==> src/rtl/rvtu_mmmu_arb_pkg.sv <==
// Shared types and defaults for the RVTU-pair to MMMU arbiter.
package rvtu_mmmu_arb_pkg;

  localparam int unsigned DefNumPairs = 4;
  localparam int unsigned DefBurstLen = 4;

  typedef enum logic [2:0] {
    StIdle,
    StAck,
    StAddr,
    StWdata,
    StRdata,
    StDrain
  } arb_state_e;

  typedef struct packed {
    logic [31:0] data;
    logic        hdr;
    logic        we;
    logic        last;
  } fifo_entry_t;

endpackage

==> src/rtl/rvtu_mmmu_arb_fifo.sv <==
// Synchronous FIFO for outbound link words; rst flushes it, head is shown without a pop.
module rvtu_mmmu_arb_fifo
  import rvtu_mmmu_arb_pkg::*;
#(
  parameter int unsigned Depth = 5,
  parameter type entry_t = fifo_entry_t
) (
  input  logic   clk,
  input  logic   rst,
  input  logic   i_push,
  input  entry_t i_wdata,
  input  logic   i_pop,
  output entry_t o_rdata,
  output logic   o_empty,
  output logic   o_full
);

  localparam int unsigned PtrW = (Depth > 1) ? $clog2(Depth) : 1;
  localparam int unsigned CntW = $clog2(Depth + 1);
  localparam logic [PtrW-1:0] LastIdx = PtrW'(Depth - 1);

  entry_t          r_mem [Depth];
  logic [PtrW-1:0] r_wr_ptr;
  logic [PtrW-1:0] r_rd_ptr;
  logic [CntW-1:0] r_count;
  logic            w_do_push;
  logic            w_do_pop;

  assign o_empty   = (r_count == '0);
  assign o_full    = (r_count == CntW'(Depth));
  assign o_rdata   = r_mem[r_rd_ptr];
  assign w_do_push = i_push && !o_full;
  assign w_do_pop  = i_pop && !o_empty;

  always_ff @(posedge clk) begin
    if (w_do_push) begin
      r_mem[r_wr_ptr] <= i_wdata;
    end
  end

  always_ff @(posedge clk) begin
    if (rst) begin
      r_wr_ptr <= '0;
      r_rd_ptr <= '0;
      r_count  <= '0;
    end else begin
      if (w_do_push) begin
        r_wr_ptr <= (r_wr_ptr == LastIdx) ? '0 : r_wr_ptr + 1'b1;
      end
      if (w_do_pop) begin
        r_rd_ptr <= (r_rd_ptr == LastIdx) ? '0 : r_rd_ptr + 1'b1;
      end
      case ({w_do_push, w_do_pop})
        2'b10:   r_count <= r_count + 1'b1;
        2'b01:   r_count <= r_count - 1'b1;
        default: r_count <= r_count;
      endcase
    end
  end

endmodule

==> src/rtl/rvtu_mmmu_arb.sv <==
// Round-robin arbiter from RVTU-pair request channels onto the off-chip memory link.
// Optional read watchdog: define RVTU_MMMU_ARB_TIMEOUT_EN.
module rvtu_mmmu_arb
  import rvtu_mmmu_arb_pkg::*;
#(
  parameter int unsigned NUM_PAIRS      = DefNumPairs,
  parameter int unsigned BURST_LEN      = DefBurstLen,
  parameter int unsigned TIMEOUT_CYCLES = 1024
) (
  input  logic                    clk,
  input  logic                    rst,
  input  logic [NUM_PAIRS-1:0]    dfp_read,
  input  logic [NUM_PAIRS-1:0]    dfp_write,
  input  logic [NUM_PAIRS*32-1:0] dfp_wdata,
  output logic [NUM_PAIRS-1:0]    dfp_ack,
  output logic [NUM_PAIRS-1:0]    dfp_rdata_valid,
  output logic [31:0]             dfp_rdata,
  output logic                    mem_valid,
  input  logic                    mem_ready,
  output logic [31:0]             mem_data,
  output logic                    mem_hdr,
  output logic                    mem_we,
  output logic                    mem_last,
  input  logic                    mem_rdata_valid,
  input  logic [31:0]             mem_rdata,
  output logic                    arb_err
);

  localparam int unsigned PtrW = (NUM_PAIRS > 1) ? $clog2(NUM_PAIRS) : 1;
  localparam int unsigned CntW = $clog2(BURST_LEN) + 1;
  localparam logic [CntW-1:0] LastBeat = CntW'(BURST_LEN - 1);

  arb_state_e           r_state;
  logic [PtrW-1:0]      r_rr_ptr;
  logic [PtrW-1:0]      r_grant;
  logic                 r_we;
  logic [CntW-1:0]      r_beat_cnt;
  logic [NUM_PAIRS-1:0] r_ack;
  logic [NUM_PAIRS-1:0] r_rdata_valid;
  logic [31:0]          r_rdata;

  logic [NUM_PAIRS-1:0] w_req;
  logic [NUM_PAIRS-1:0] w_grant_oh;
  logic [PtrW-1:0]      w_pick;
  logic                 w_found;
  logic                 w_push;
  logic                 w_pop;
  logic                 w_empty;
  logic                 w_full;
  fifo_entry_t          w_push_entry;
  fifo_entry_t          w_head;

`ifdef RVTU_MMMU_ARB_TIMEOUT_EN
  localparam int unsigned ToW = $clog2(TIMEOUT_CYCLES + 1);
  logic [ToW-1:0] r_to_cnt;
  logic           r_fill;
  logic           r_err;
`endif

  assign w_req      = dfp_read | dfp_write;
  assign w_grant_oh = NUM_PAIRS'(1) << r_grant;

  // First requester strictly after rr_ptr, wrapping; rr_ptr itself is checked last.
  always_comb begin
    logic [PtrW-1:0] idx;
    w_pick  = r_rr_ptr;
    w_found = 1'b0;
    for (int unsigned i = 1; i <= NUM_PAIRS; i++) begin
      idx = PtrW'((32'(r_rr_ptr) + i) % NUM_PAIRS);
      if (!w_found && w_req[idx]) begin
        w_found = 1'b1;
        w_pick  = idx;
      end
    end
  end

  always_comb begin
    w_push_entry.data = dfp_wdata[32*int'(r_grant) +: 32];
    w_push_entry.hdr  = (r_state == StAddr);
    w_push_entry.we   = r_we;
    w_push_entry.last = (r_state == StAddr) ? !r_we : (r_beat_cnt == LastBeat);
  end

  assign w_push = ((r_state == StAddr) || (r_state == StWdata)) && !w_full;
  assign w_pop  = mem_valid && mem_ready;

  rvtu_mmmu_arb_fifo #(
    .Depth   (BURST_LEN + 1),
    .entry_t (fifo_entry_t)
  ) u_fifo (
    .clk     (clk),
    .rst     (rst),
    .i_push  (w_push),
    .i_wdata (w_push_entry),
    .i_pop   (w_pop),
    .o_rdata (w_head),
    .o_empty (w_empty),
    .o_full  (w_full)
  );

  // Head fields are masked so a flushed FIFO shows all-zero link outputs.
  assign mem_valid       = !w_empty;
  assign mem_data        = mem_valid ? w_head.data : '0;
  assign mem_hdr         = mem_valid && w_head.hdr;
  assign mem_we          = mem_valid && w_head.we;
  assign mem_last        = mem_valid && w_head.last;
  assign dfp_ack         = r_ack;
  assign dfp_rdata_valid = r_rdata_valid;
  assign dfp_rdata       = r_rdata;

`ifdef RVTU_MMMU_ARB_TIMEOUT_EN
  assign arb_err = r_err;
`else
  assign arb_err = 1'b0;
`endif

  always_ff @(posedge clk) begin
    if (rst) begin
      r_state       <= StIdle;
      r_rr_ptr      <= PtrW'(NUM_PAIRS - 1);
      r_grant       <= '0;
      r_we          <= 1'b0;
      r_beat_cnt    <= '0;
      r_ack         <= '0;
      r_rdata_valid <= '0;
      r_rdata       <= '0;
`ifdef RVTU_MMMU_ARB_TIMEOUT_EN
      r_to_cnt      <= '0;
      r_fill        <= 1'b0;
      r_err         <= 1'b0;
`endif
    end else begin
      r_ack         <= '0;
      r_rdata_valid <= '0;
      unique case (r_state)
        StIdle: begin
          if (w_found && w_empty) begin
            r_grant  <= w_pick;
            r_rr_ptr <= w_pick;
            r_we     <= dfp_write[w_pick];
            r_ack    <= NUM_PAIRS'(1) << w_pick;
            r_state  <= StAck;
          end
        end
        StAck: begin
          r_state <= StAddr;
        end
        StAddr: begin
          r_beat_cnt <= '0;
          r_state    <= r_we ? StWdata : StDrain;
        end
        StWdata: begin
          r_beat_cnt <= r_beat_cnt + 1'b1;
          if (r_beat_cnt == LastBeat) begin
            r_state <= StDrain;
          end
        end
        StDrain: begin
          r_beat_cnt <= '0;
`ifdef RVTU_MMMU_ARB_TIMEOUT_EN
          r_to_cnt   <= '0;
          r_fill     <= 1'b0;
`endif
          if (w_empty) begin
            r_state <= r_we ? StIdle : StRdata;
          end
        end
        StRdata: begin
`ifdef RVTU_MMMU_ARB_TIMEOUT_EN
          // After a timeout the missing beats are synthesised as zeros, one per cycle.
          if (r_fill || mem_rdata_valid) begin
            r_rdata_valid <= w_grant_oh;
            r_rdata       <= r_fill ? '0 : mem_rdata;
            r_beat_cnt    <= r_beat_cnt + 1'b1;
            r_to_cnt      <= '0;
            if (r_beat_cnt == LastBeat) begin
              r_fill  <= 1'b0;
              r_state <= StIdle;
            end
          end else if (r_to_cnt == ToW'(TIMEOUT_CYCLES - 1)) begin
            r_fill <= 1'b1;
            r_err  <= 1'b1;
          end else begin
            r_to_cnt <= r_to_cnt + 1'b1;
          end
`else
          if (mem_rdata_valid) begin
            r_rdata_valid <= w_grant_oh;
            r_rdata       <= mem_rdata;
            r_beat_cnt    <= r_beat_cnt + 1'b1;
            if (r_beat_cnt == LastBeat) begin
              r_state <= StIdle;
            end
          end
`endif
        end
        default: r_state <= StIdle;
      endcase
    end
  end

endmodule
==> config.mk <==
export PLATFORM = sky130hd
export DESIGN_NAME = rvtu_mmmu_arb
export DESIGN_NICKNAME = d
export VERILOG_FILES = /design/src/rtl/rvtu_mmmu_arb_pkg.sv /design/src/rtl/rvtu_mmmu_arb_fifo.sv /design/src/rtl/rvtu_mmmu_arb.sv
export SDC_FILE = /design/constraint.sdc
export NUM_CORES = 1
export LEC_CHECK = 0
export ABC_AREA = 1
export CAP_MARGIN = 20
export CORE_ASPECT_RATIO = 2
export CORE_MARGIN = 8
export CORE_UTILIZATION = 54
export DETAILED_ROUTE_END_ITERATION = 10
export GPL_TIMING_DRIVEN = 1
export PLACE_DENSITY = 0.91
export SLEW_MARGIN = 20
export SYNTH_ARGS = -nofsm -noshare
export SYNTH_HDL_FRONTEND = slang
export SYNTH_SLANG_ARGS = --single-unit
==> constraint.sdc <==
create_clock -name clk -period 8.16 [get_ports clk]
set_input_delay 0.816 -clock clk [delete_from_list [all_inputs] [get_ports clk]]
set_output_delay 0.816 -clock clk [all_outputs]
set_load 0.05 [all_outputs]
==> results of run 1 <==
[area by class of cell]
| type | count | area (um^2) |
|---|---|---|
| flip-flops and latches | 238 | 6520 |
| well taps | 259 | 324 |
| clock inverters | 12 | 155 |
| fillers | 1328 | 5310 |
| repair buffers | 262 | 2610 |
| multi-input cells | 678 | 3390 |
| clock buffers | 23 | 533 |
| inverters | 111 | 428 |
[placed cells by master, fill, tap and decap left out, drive strengths merged]
cell	count
a211oi	1
nor4	5
inv	110
nand3	23
ha	7
nand2	73
conb	1
nor2	256
o211ai	2
o22ai	32
or2	1
clkbuf	23
buf	15
clkinv	7
clkdlybuf4s50	247
edfxtp	175
fa	1
o21ai	178
a21oi	53
o32ai	35
dfxtp	63
a31oi	2
nor3	6
clkinvlp	3
nand4	2
bufinv	3
[logic make-up (layout without fill, tap and decap cells)]
kind of cell / Yosys count / count (layout) / share of synthesized area (%)
simple gates: 366 / 366 / 14.6
compound gates: 303 / 303 / 16.1
flops: 238 / 238 / 61.7
buf+inv: 179 / 408 / 6.57
fa+ha+maj: 8 / 8 / 1.02
other cells: 1 / 1 / 0.0355
[state kept, by name, indices dropped and copies added, names as in the netlist, named ones only]
| register | count |
|---|---|
| dfp_ack | 4 |
| dfp_rdata | 32 |
| dfp_rdata_valid | 4 |
| r_beat_cnt | 3 |
| r_grant | 2 |
| r_rr_ptr | 2 |
| r_state | 3 |
| r_we | 1 |
| u_fifo.r_count | 3 |
| u_fifo.r_mem | 175 |
| u_fifo.r_rd_ptr | 3 |
| u_fifo.r_wr_ptr | 3 |
[through the flow]
step,std cells,worst slack [ns]
3_3_place_gp,1546,4.33
4_1_cts,1582,4.00
3_5_place_dp,1547,4.55
2_1_floorplan,1095,3.22
6_report,1583,3.97
5_1_grt,1583,3.81
[worst reg2reg max path, cell delays in order (launching register included)]
cell and delay [ns]:
dfxtp_1 0.36, inv_1 0.06, nor2_1 0.12, inv_1 0.09
a31oi_1 0.28, clkinv_1 0.39, nor3_4 0.68, buf_4 0.45
[layer usage]
metal	track usage (%)	routed length, um	up-vias
li1	-	-	4207
met1	25.4	10500	4270
met2	44.9	15700	446
met3	5.67	2870	57
met4	10.6	911	0
met5	0	0	-
[path summary, 6_finish.rpt]
check	end	slack (ns)	cells after the start
max reg2reg	u_fifo.r_mem[0][6]	5.37	7
max	mem_hdr	3.97	7
min reg2reg	r_beat_cnt[1]	0.48	2
min	r_beat_cnt[1]	0.48	2
[power by group through the flow]
stage | clock, mW | sequential, mW | combinational (mW)
6_report | 0.992 | 1.65 | 2.38
5_1_grt | 1.05 | 1.67 | 2.57
4_1_cts | 1.00 | 1.65 | 2.38
3_5_place_dp | 0 | 1.67 | 2.36
3_3_place_gp | 0 | 1.66 | 2.30
2_1_floorplan | 0 | 1.75 | 1.51
==> flow_summary.toml, run 1 <==
[drt]
drt_iter0_drc = 521
wl_mm = 30.0
drc = 0
wl_per_cell_um = 18.9
via_count = 8980
drtPass1Iterations = 7
ant_nets = 0
viasPerCell = 5.67

[status]
status = "finished clean"

[floorplan]
io_pins = 249
fp.dieW_um = 115
die_h_um = 214
coreArea_um2 = 19300
num_rows = 72
dieArea_um2 = 24600
initial_core_util_pct = 54.8

[worst_hold_path]
min_path_type = "reg -> reg"
hp-start = "r_beat_cnt[1]"

[grt]
grt_max_degree = 72
grt_pass1_vias = 9144
antenna_found_initial = 0
grt_overflow_total = 0
grt_use_total_pct = 24.3
grt_pass1_wl_mm = 46.7

[synth]
synth_async_sr_flop_share_pct = 0
syn-cell-area_um2 = 10600
synth_area_leaders = "edfxtp_1 (50%), dfxtp_1 (12%), nor2_1 (9.0%), o21ai_0 (7.8%), inv_1 (3.6%)"
ys_seq_area_share_pct = 61.7
synth_ff_type = "edfxtp_1"
ys_warn_count = 0
syn_inst = 1095
synth_common_cells = "nor2_1 (253), edfxtp_1 (175), o21ai_0 (164), inv_1 (102), dfxtp_1 (63)"
yosys.area.top_type = "edfxtp_1"
synth_top_area_share_pct = 49.8
synth_nets = 1275
synth_cell_types = 37
avgSynthCellArea_um2 = 9.65
synth_edf_count = 175
synth-seq-cells = 238
synth_most_common_cell = "nor2_1"

[setup_path]
cpLargestDelayFamily = "buffers and inverters"
cp_slowest_stage_delay_ns = 0.71
worstSetupPathType = "reg -> out"
path_max_fanout = 71
crit_buf_inv = 4
required_ns = 7.34
timing.rr.start = "r_state[1]"
cp.arrival_ns = 3.37
start_kind = "flip-flop"
end_kind = "primary output"
path_cells = "buf_4, inv_4, nor2_1, o32ai_1, o21ai_0, inv_1, clkdlybuf4s50_1"
critPathSlowestCell = "clkdlybuf4s50_1"

[timing]
period_share_pct = 51.4
slew-limit-headroom_pct = 44.4
finalSetupTns_ns = 0
maxSlewViolCount = 0
fmax_mhz = 239
min_period_ns = 4.19
clock_skew_ns = 0.0102
hold_slack_ns = 0.476
rsz0062_at_grt = "false"
hold_viol = 0
worstMarginPinSlew_ns = 0.833
setup_viol_count_final = 0

[flow_run]
maxCapViolCount = 0

[placed_design]
dp_hpwl_mm = 20.5
gp_congestion = 0.870
place_area_um2 = 13300
io_buffers = 247

[layout]
fin_nets = 1491
drive_gt1_share_pct = 6.65
diodes = 0
syn_to_final_growth_pct = 32.2
final_area_um2 = 14000
final_util_pct = 72.4

[cts]
clk_pin_slew_ns = 0.07
cts_buffers = 20
insertion_delay_ns = 0.50
cts_tree = "yes"
cts_max_level = 1
postCtsSetupBuffers = 0
clockBufferDepth = 3
cts.repair.resized = 0
cts.hold.buffers_added = 0
root_buffer = "clkbuf_16"
clock-sinks = 238

[pwr]
p_sw_mw = 2.14
max-vdd-ir-drop_mv = 0.262
comb_power_share_pct = 47.3
p_leak_nw = 5.39
p_clk_share_pct = 19.8
total_power_mw = 5.02
swShare_pct = 42.7
p_seq_share_pct = 32.9
p_int_mw = 2.87
power.density_nw_per_um2 = 359
Power figures use the tool's default switching activity.
==> inputs of run 2 (changes only) <==
CORE_UTILIZATION = 45   (was 54)
PLACE_DENSITY = 0.81   (was 0.91)
clock period = 3.5 ns   (was 8.16 ns; I/O delays follow)
==> run 2 against run 1 <==
Net effect:
- cell count rose by 1.9%
- routed wire length up 3.4%
- sequential cell count unchanged
- non-clock buffer count up 4
- cell area decreased by 0.58%
- first-iteration DRC count down 5.6%
- sequential share of layout area increased by 0.27 points
- utilization is 12 points lower
- sequential power up 140%
- clock skew up 0.0031 ns
- total power rose by 130%
- combinational power rose by 130%
- critical path type unchanged
- largest cell class unchanged
==> flow_summary.toml, run 2 (same netlist as run 1, synthesis figures left out) <==
[status]
status = "finished clean"

[cts]
root_buffer = "clkbuf_16"
clockBufferDepth = 3
cts_buffers = 21
clk_pin_slew_ns = 0.07
postCtsSetupBuffers = 0
cts_max_level = 1
cts.hold.buffers_added = 0
insertion_delay_ns = 0.50
cts.repair.resized = 0
clock-sinks = 238
cts_tree = "yes"

[timing]
rsz0062_at_grt = "false"
fmax_mhz = 320
slew-limit-headroom_pct = 40.5
hold_slack_ns = 0.434
maxSlewViolCount = 0
setup_viol_count_final = 0
clock_skew_ns = 0.0133
min_period_ns = 3.13
hold_viol = 0
fin_ws_ns = 0.374
worstMarginPinSlew_ns = 0.891
period_share_pct = 89.3

[drt]
drc = 0
via_count = 8848
drt_iter0_drc = 492
viasPerCell = 5.49
ant_nets = 0
drtPass1Iterations = 5
wl_per_cell_um = 19.2
wl_mm = 31.0

[setup_path]
end_kind = "primary output"
worstSetupPathType = "reg -> out"
cp_slowest_stage_delay_ns = 0.80
required_ns = 3.15
crit_buf_inv = 3
reg2reg_slack_ns = 0.99
path_cells = "inv_2, nor2_1, o32ai_1, o21ai_1, inv_1, clkdlybuf4s50_1"
path_max_fanout = 42
critPathSlowestCell = "clkdlybuf4s50_1"
worstSetupPathDepth = 6
rr_worst_depth = 7
cp.arrival_ns = 2.78
cpLargestDelayFamily = "buffers and inverters"
start_kind = "flip-flop"

[layout]
final_area_um2 = 13900
layout_common_cells = "nor2_1 (252), clkdlybuf4s50_1 (218), edfxtp_1 (175)"
fin_nets = 1496
largest_reg_flops = 175
layout_commonest_cell = "nor2_1"
syn_to_final_growth_pct = 31.5
diodes = 0
drive_gt1_share_pct = 9.25
regMostFlops = "u_fifo.r_mem"
final_util_pct = 60.0

[grt]
grt_max_degree = 68
grt_pass1_vias = 9236
grt_use_total_pct = 20.7
antenna_found_initial = 0
grt_overflow_total = 0
grt_pass1_wl_mm = 47.9

[floorplan]
coreArea_um2 = 23100
num_rows = 79
fp.dieW_um = 124
initial_core_util_pct = 45.7
dieArea_um2 = 28900
io_pins = 249
die_h_um = 233

[worst_hold_path]
min_path_type = "in -> reg"
hold-path-cell-count = 3

[pwr]
power.density_nw_per_um2 = 834
p_int_mw = 6.53
comb_power_share_pct = 47.2
p_sw_mw = 5.05
total_power_mw = 11.6
p_clk_share_pct = 19.1
p_seq_share_pct = 33.8
p_leak_nw = 5.45
swShare_pct = 43.6
max-vdd-ir-drop_mv = 0.502

[flow_run]
maxCapViolCount = 0

[placed_design]
dp_hpwl_mm = 21.4
place_ws_ns = 0.925
place_area_um2 = 13200
gp_congestion = 0.899
io_buffers = 247
## run 2: path summary, 6_finish.rpt
check                 from             endpoint
min          mem_rdata[29]        dfp_rdata[29]
max              flip-flop         mem_data[15]
max reg2reg     r_state[1]  u_fifo.r_mem[4][13]
min reg2reg  r_beat_cnt[2]        r_beat_cnt[2]
## run 2: layout make-up
type	count	area, um^2
inverters	111	424
clock buffers	25	551
well taps	283	354
multi-input cells	678	3390
fillers	1886	9240
flip-flops and latches	238	6520
clock inverters	12	104
repair buffers	266	2540
## run 2: per-stage QoR
step / instances / TNS (ns)
after floorplan: 1095 / -65.21
after global placement: 1576 / 0
after detailed placement: 1576 / 0
after CTS: 1613 / 0
after global routing: 1613 / 0
final: 1613 / 0
## run 2: layer usage
metal	up-vias	global-route usage, %	share of wire [%]
met1	4185	21.2	37
met3	44	4.49	7.4
met5	-	0	0
li1	4213	-	-
met4	0	8.25	3.1
met2	406	39.4	53
## run 2: worst reg2reg max path, cell delays in order, from the launching register on
cell and delay [ns]:
dfxtp_1 0.36, inv_1 0.06, nor2_1 0.13, inv_1 0.09, a31oi_1 0.32, clkinv_1 0.40, nor4_4 0.23, buf_4 0.53
## run 2: power groups by stage
| stage | Clock, mW | Sequential, mW | Combinational [mW] |
|---|---|---|---|
| floorplan | 0 | 4.08 | 3.52 |
| global placement | 0 | 3.95 | 5.36 |
| detailed placement | 0 | 3.96 | 5.47 |
| CTS | 2.24 | 3.91 | 5.50 |
| global route | 2.36 | 3.95 | 5.92 |
| finish | 2.21 | 3.91 | 5.46 |
==> inputs of run 3 (changes only) <==
RECOVER_POWER = 100   (was default)
==> run 3 against run 2 <==
Net effect:
- the flow now finishes with violations (capacitance limit, slew limit)
- fmax shrank 3.8%
- worst setup slack worse by 0.12 ns
- sequential share of layout area grew 0.45 points
- hold slack worse by 0.0022 ns
- global-route usage is the same
- cell area is 0.97% lower
- cell count unchanged
- register-to-register slack lost 0.36 ns
- utilization shrank 0.58 points
- routed wire length grew 0.10%
- via count is 0.33% higher
- critical path type unchanged
- critical endpoint is now mem_last
- largest cell class unchanged
- largest power group unchanged
==> flow_summary.toml, run 3 (same netlist as run 1, synthesis figures left out) <==
[status]
status = "complete, but fails checks"
violations = "capacitance limit, slew limit"

[drt]
drt_iter0_drc = 494
wl_per_cell_um = 19.2
drc = 0
ant_nets = 0
viasPerCell = 5.50
via_count = 8877
wl_mm = 31.0
drtPass1Iterations = 6

[pwr]
p_seq_share_pct = 34.5
p_clk_share_pct = 19.4
p_sw_mw = 4.99
p_leak_nw = 5.55
p_int_mw = 6.34
comb_power_share_pct = 46.1
power.density_nw_per_um2 = 824
swShare_pct = 44.0
max-vdd-ir-drop_mv = 0.493

[layout]
syn_to_final_growth_pct = 30.2
fin_nets = 1496
layout_common_cells = "nor2_1 (256), edfxtp_1 (175), clkdlybuf4s50_1 (170)"
layout_commonest_cell = "nor2_1"
regArea_um2 = 6520
drive_gt1_share_pct = 7.74
diodes = 0
nFillCells = 1910
largest_reg_flops = 175
multi_input_area_um2 = 3340
regMostFlops = "u_fifo.r_mem"
fin_cells = 1613

[timing]
fmax_mhz = 308
setup_viol_count_final = 0
worstMarginPinSlew_ns = 1.57
slew-limit-headroom_pct = -4.53
min_period_ns = 3.25
finalSetupTns_ns = 0
maxSlewViolCount = 49
period_share_pct = 92.8
rsz0062_at_grt = "false"
hold_viol = 0
clock_skew_ns = 0.0137

[floorplan]
io_pins = 249
dieArea_um2 = 28900
num_rows = 79
initial_core_util_pct = 45.7
die_h_um = 233
fp.dieW_um = 124
coreArea_um2 = 23100

[setup_path]
worstSetupPathType = "reg -> out"
reg2reg_slack_ns = 0.63
cp.arrival_ns = 2.90
end_kind = "primary output"
cp-startpoint = "u_fifo.r_count[2]"
path_max_fanout = 16
start_kind = "flip-flop"
timing.rr.start = "u_fifo.r_count[2]"
required_ns = 3.15

[grt]
grt_pass1_wl_mm = 47.9
grt_overflow_total = 0
grt_max_degree = 68
antenna_found_initial = 0
grt_use_total_pct = 20.7
grt_pass1_vias = 9236

[placed_design]
dp_hpwl_mm = 21.4
dpl.cell_count = 1576
io_buffers = 247
gp_congestion = 0.899

[cts]
clock-sinks = 238
cts.hold.buffers_added = 0
cts_buffers = 21
insertion_delay_ns = 0.50
cts_max_level = 1
cts_tree = "yes"
root_buffer = "clkbuf_16"
clk_pin_slew_ns = 0.07
postCtsSetupBuffers = 0
cts.repair.resized = 0
clockBufferDepth = 3

[worst_hold_path]
min_path_type = "in -> reg"
hp-start = "mem_rdata[29]"

[flow_run]
maxCapViolCount = 1
-- run 3: cell count changes in the layout (fill, tap and decap cells not counted), moves of 5 or more --
cell / change
nor3_1: +5
nor3_2: -5
clkbuf_1: +6
clkdlybuf4s50_1: -48
buf_4: -29
dlygate4sd3_1: +48
clkbuf_2: +23
-- run 3: path summary, 6_finish.rpt --
path	to	depth (start not counted)
min	dfp_rdata[29]	3
max reg2reg	r_we	9
min reg2reg	r_beat_cnt[2]	2
max	mem_last	6
-- run 3: per-layer routing --
layer / part of all wire, % / up-vias / wire, um / global-route usage, %
met4: 3.2 / 0 / 979 / 8.25
met2: 53 / 413 / 16400 / 39.4
met1: 36 / 4200 / 11300 / 21.2
met5: 0 / - / 0 / 0
li1: - / 4217 / - / -
met3: 7.6 / 47 / 2350 / 4.49
-- run 3: area by class of cell --
| cell class | instances | share of cell area [%] |
|---|---|---|
| clock buffers | 25 | 4.00 |
| flip-flops and latches | 238 | 47.4 |
| clock inverters | 12 | 0.755 |
| inverters | 111 | 3.08 |
| well taps | 283 | 2.58 |
| repair buffers | 266 | 17.9 |
| multi-input cells | 678 | 24.3 |
-- run 3: power by group through the flow --
stage	Clock [mW]	Combinational [mW]	Sequential, mW
6_report	2.20	5.22	3.91
5_1_grt	2.36	5.68	3.95
4_1_cts	2.24	5.50	3.91
3_5_place_dp	0	5.47	3.96
3_3_place_gp	0	5.36	3.95
2_1_floorplan	0	3.52	4.08
-- run 3: critical path: stages, from the launching register on --
cell and delay, ns:
dfxtp_1 0.35, nor3_4 0.65, clkbuf_1 0.79, a21oi_1 0.06, o21ai_0 0.22, inv_1 0.08
clkbuf_2 0.25
-- run 3: through the flow --
stage	setup slack (ns)	power (mW)	utilization [%]	hold slack, ns	cell area [um^2]
floorplan	-0.466	7.60	-	0.427	10600
detailed placement	0.925	9.43	57.2	0.457	13200
finish	0.252	11.3	59.5	0.432	13800
CTS	0.372	11.6	60.0	0.419	13900
global placement	0.970	9.31	57.2	0.451	13200
global route	0.0964	12.0	59.5	0.434	13800
==> edit, RTL diff (config.mk and constraints of run 3) <==
The 6 states of `arb_state_e` get a Gray code encoding in 3 bits.
--- a/src/rtl/rvtu_mmmu_arb_pkg.sv
+++ b/src/rtl/rvtu_mmmu_arb_pkg.sv
@@ -6,10 +6,10 @@
 
   typedef enum logic [2:0] {
-    StIdle,
-    StAck,
-    StAddr,
-    StWdata,
-    StRdata,
-    StDrain
+    StIdle  = 3'b000,
+    StAck   = 3'b001,
+    StAddr  = 3'b011,
+    StWdata = 3'b010,
+    StRdata = 3'b110,
+    StDrain = 3'b111
   } arb_state_e;
 
Behaviour: same outputs for any inputs over 4 cycles, from zero or initial values and one cycle with rst high; so few cycles prove little.
==> edit against run 3 <==
- the run still ends with capacitance limit, slew limit left
- area after synthesis hardly changed
- cell count is 0.50% higher
- clock power is 6% higher
- routed wire length is 2.5% higher
- synthesized cell count hardly changed
- sequential cell count stayed put
- first-iteration DRC count is 1.6% lower
- worst setup slack better by 39 ps
- cell area is 0.34% higher
- total power is 3.1% lower
- non-clock buffer count is 9 higher
- critical path depth is 1 higher
- fmax is 1.2% higher
- largest power group unchanged
==> edit: results <==
[synthesis]
yosysUniqueCellTypes = 38
netlist_instances = 1096
ys_seq_area_share_pct = 61.7
synth.area.top_cells = edfxtp_1, dfxtp_1, nor2_1
synth_common_cells = nor2_1, edfxtp_1, o21ai_0, inv_1
syn-num-nets = 1276

[route]
dr.pass1.iters = 5
drtIter0Drc = 486

[layout]
fin_nets = 1504
nFillCells = 1903
drive_gt1_share_pct = 6.80

[pwr]
ir_drop_v = 0.000477
leakage_nw = 5.52

[worst_setup_path]
slowest_stage = clkbuf_2
reg2reg_slack_ps = 530
r2r_end = u_fifo.r_mem[2][21]
worstPathMaxFanout = 47

[placement]
dpl.hpwl_um = 22600
place_congestion = 0.827
place_area_um2 = 13300

[min_path]
min_from = mem_rdata[28]
whs_endpoint = dfp_rdata[28]

[outcome]
violations = capacitance limit, slew limit
outcome = complete, but fails checks

[sta]
slew_violations = 69
fin_worst_skew_ps = 11.0

[grt]
grt_pass1_vias = 9206
grt_pass1_wl_um = 48900

[flow_run]
max_cap_violations = 3
## edit: kinds of logic after synthesis
kind of cell | share of synthesized area (%)
and+or+nand+nor | 14.5
other | 0.0355
adders and majority gates | 1.02
DFF | 61.7
buffers and inverters | 6.59
AOI/OAI and AO/OA | 16.1
## edit: power groups by stage
stage | combinational, mW | sequential (mW) | clock [mW]
after floorplan | 3.23 | 3.98 | 0
after global placement | 4.89 | 3.94 | 0
after detailed placement | 5.00 | 3.95 | 0
after CTS | 5.02 | 3.89 | 2.37
after global routing | 5.13 | 3.93 | 2.47
final | 4.75 | 3.89 | 2.34
## edit: worst max-delay path by stage
| stage | to | slack [ps] | cells after the start |
|---|---|---|---|
| 4_1_cts | mem_data[31] | 390 | 6 |
| 6_report | mem_data[4] | 290 | 7 |
| 3_3_place_gp | mem_data[31] | 960 | 5 |
| 2_1_floorplan | u_fifo.r_mem[0][0] | -350 | 4 |
| 5_1_grt | mem_data[4] | 150 | 7 |
| 3_5_place_dp | mem_data[31] | 980 | 6 |
## edit: cell type report
type                    instances  area share [%]
flip-flops and latches        238            47.3
multi-input cells             684            24.1
repair buffers                275            18.2
clock buffers                  25            3.99
inverters                     104            2.87
well taps                     283            2.57
clock inverters                12            1.02
## edit: metrics by stage
| stage | TNS (ps) | setup slack (ps) |
|---|---|---|
| floorplan | -49680 | -355 |
| global placement | 0 | 959 |
| detailed placement | 0 | 976 |
| CTS | 0 | 393 |
| global route | 0 | 145 |
| finish | 0 | 291 |
## edit: worst min-delay path, cell delays in order
cell and delay [ps]:
clkdlybuf4s50_1 390, nor2_1 100, nor2_1 50
## edit: metal layers
| layer | part of all wire [%] | GRT usage, % | routed length [um] | up-vias |
|---|---|---|---|---|
| li1 | - | - | - | 4233 |
| met1 | 36 | 22.2 | 11500 | 4187 |
| met2 | 53 | 39.8 | 16800 | 422 |
| met3 | 8.5 | 5.26 | 2700 | 42 |
| met4 | 2.4 | 7.31 | 768 | 0 |
| met5 | 0 | 0 | 0 | - |
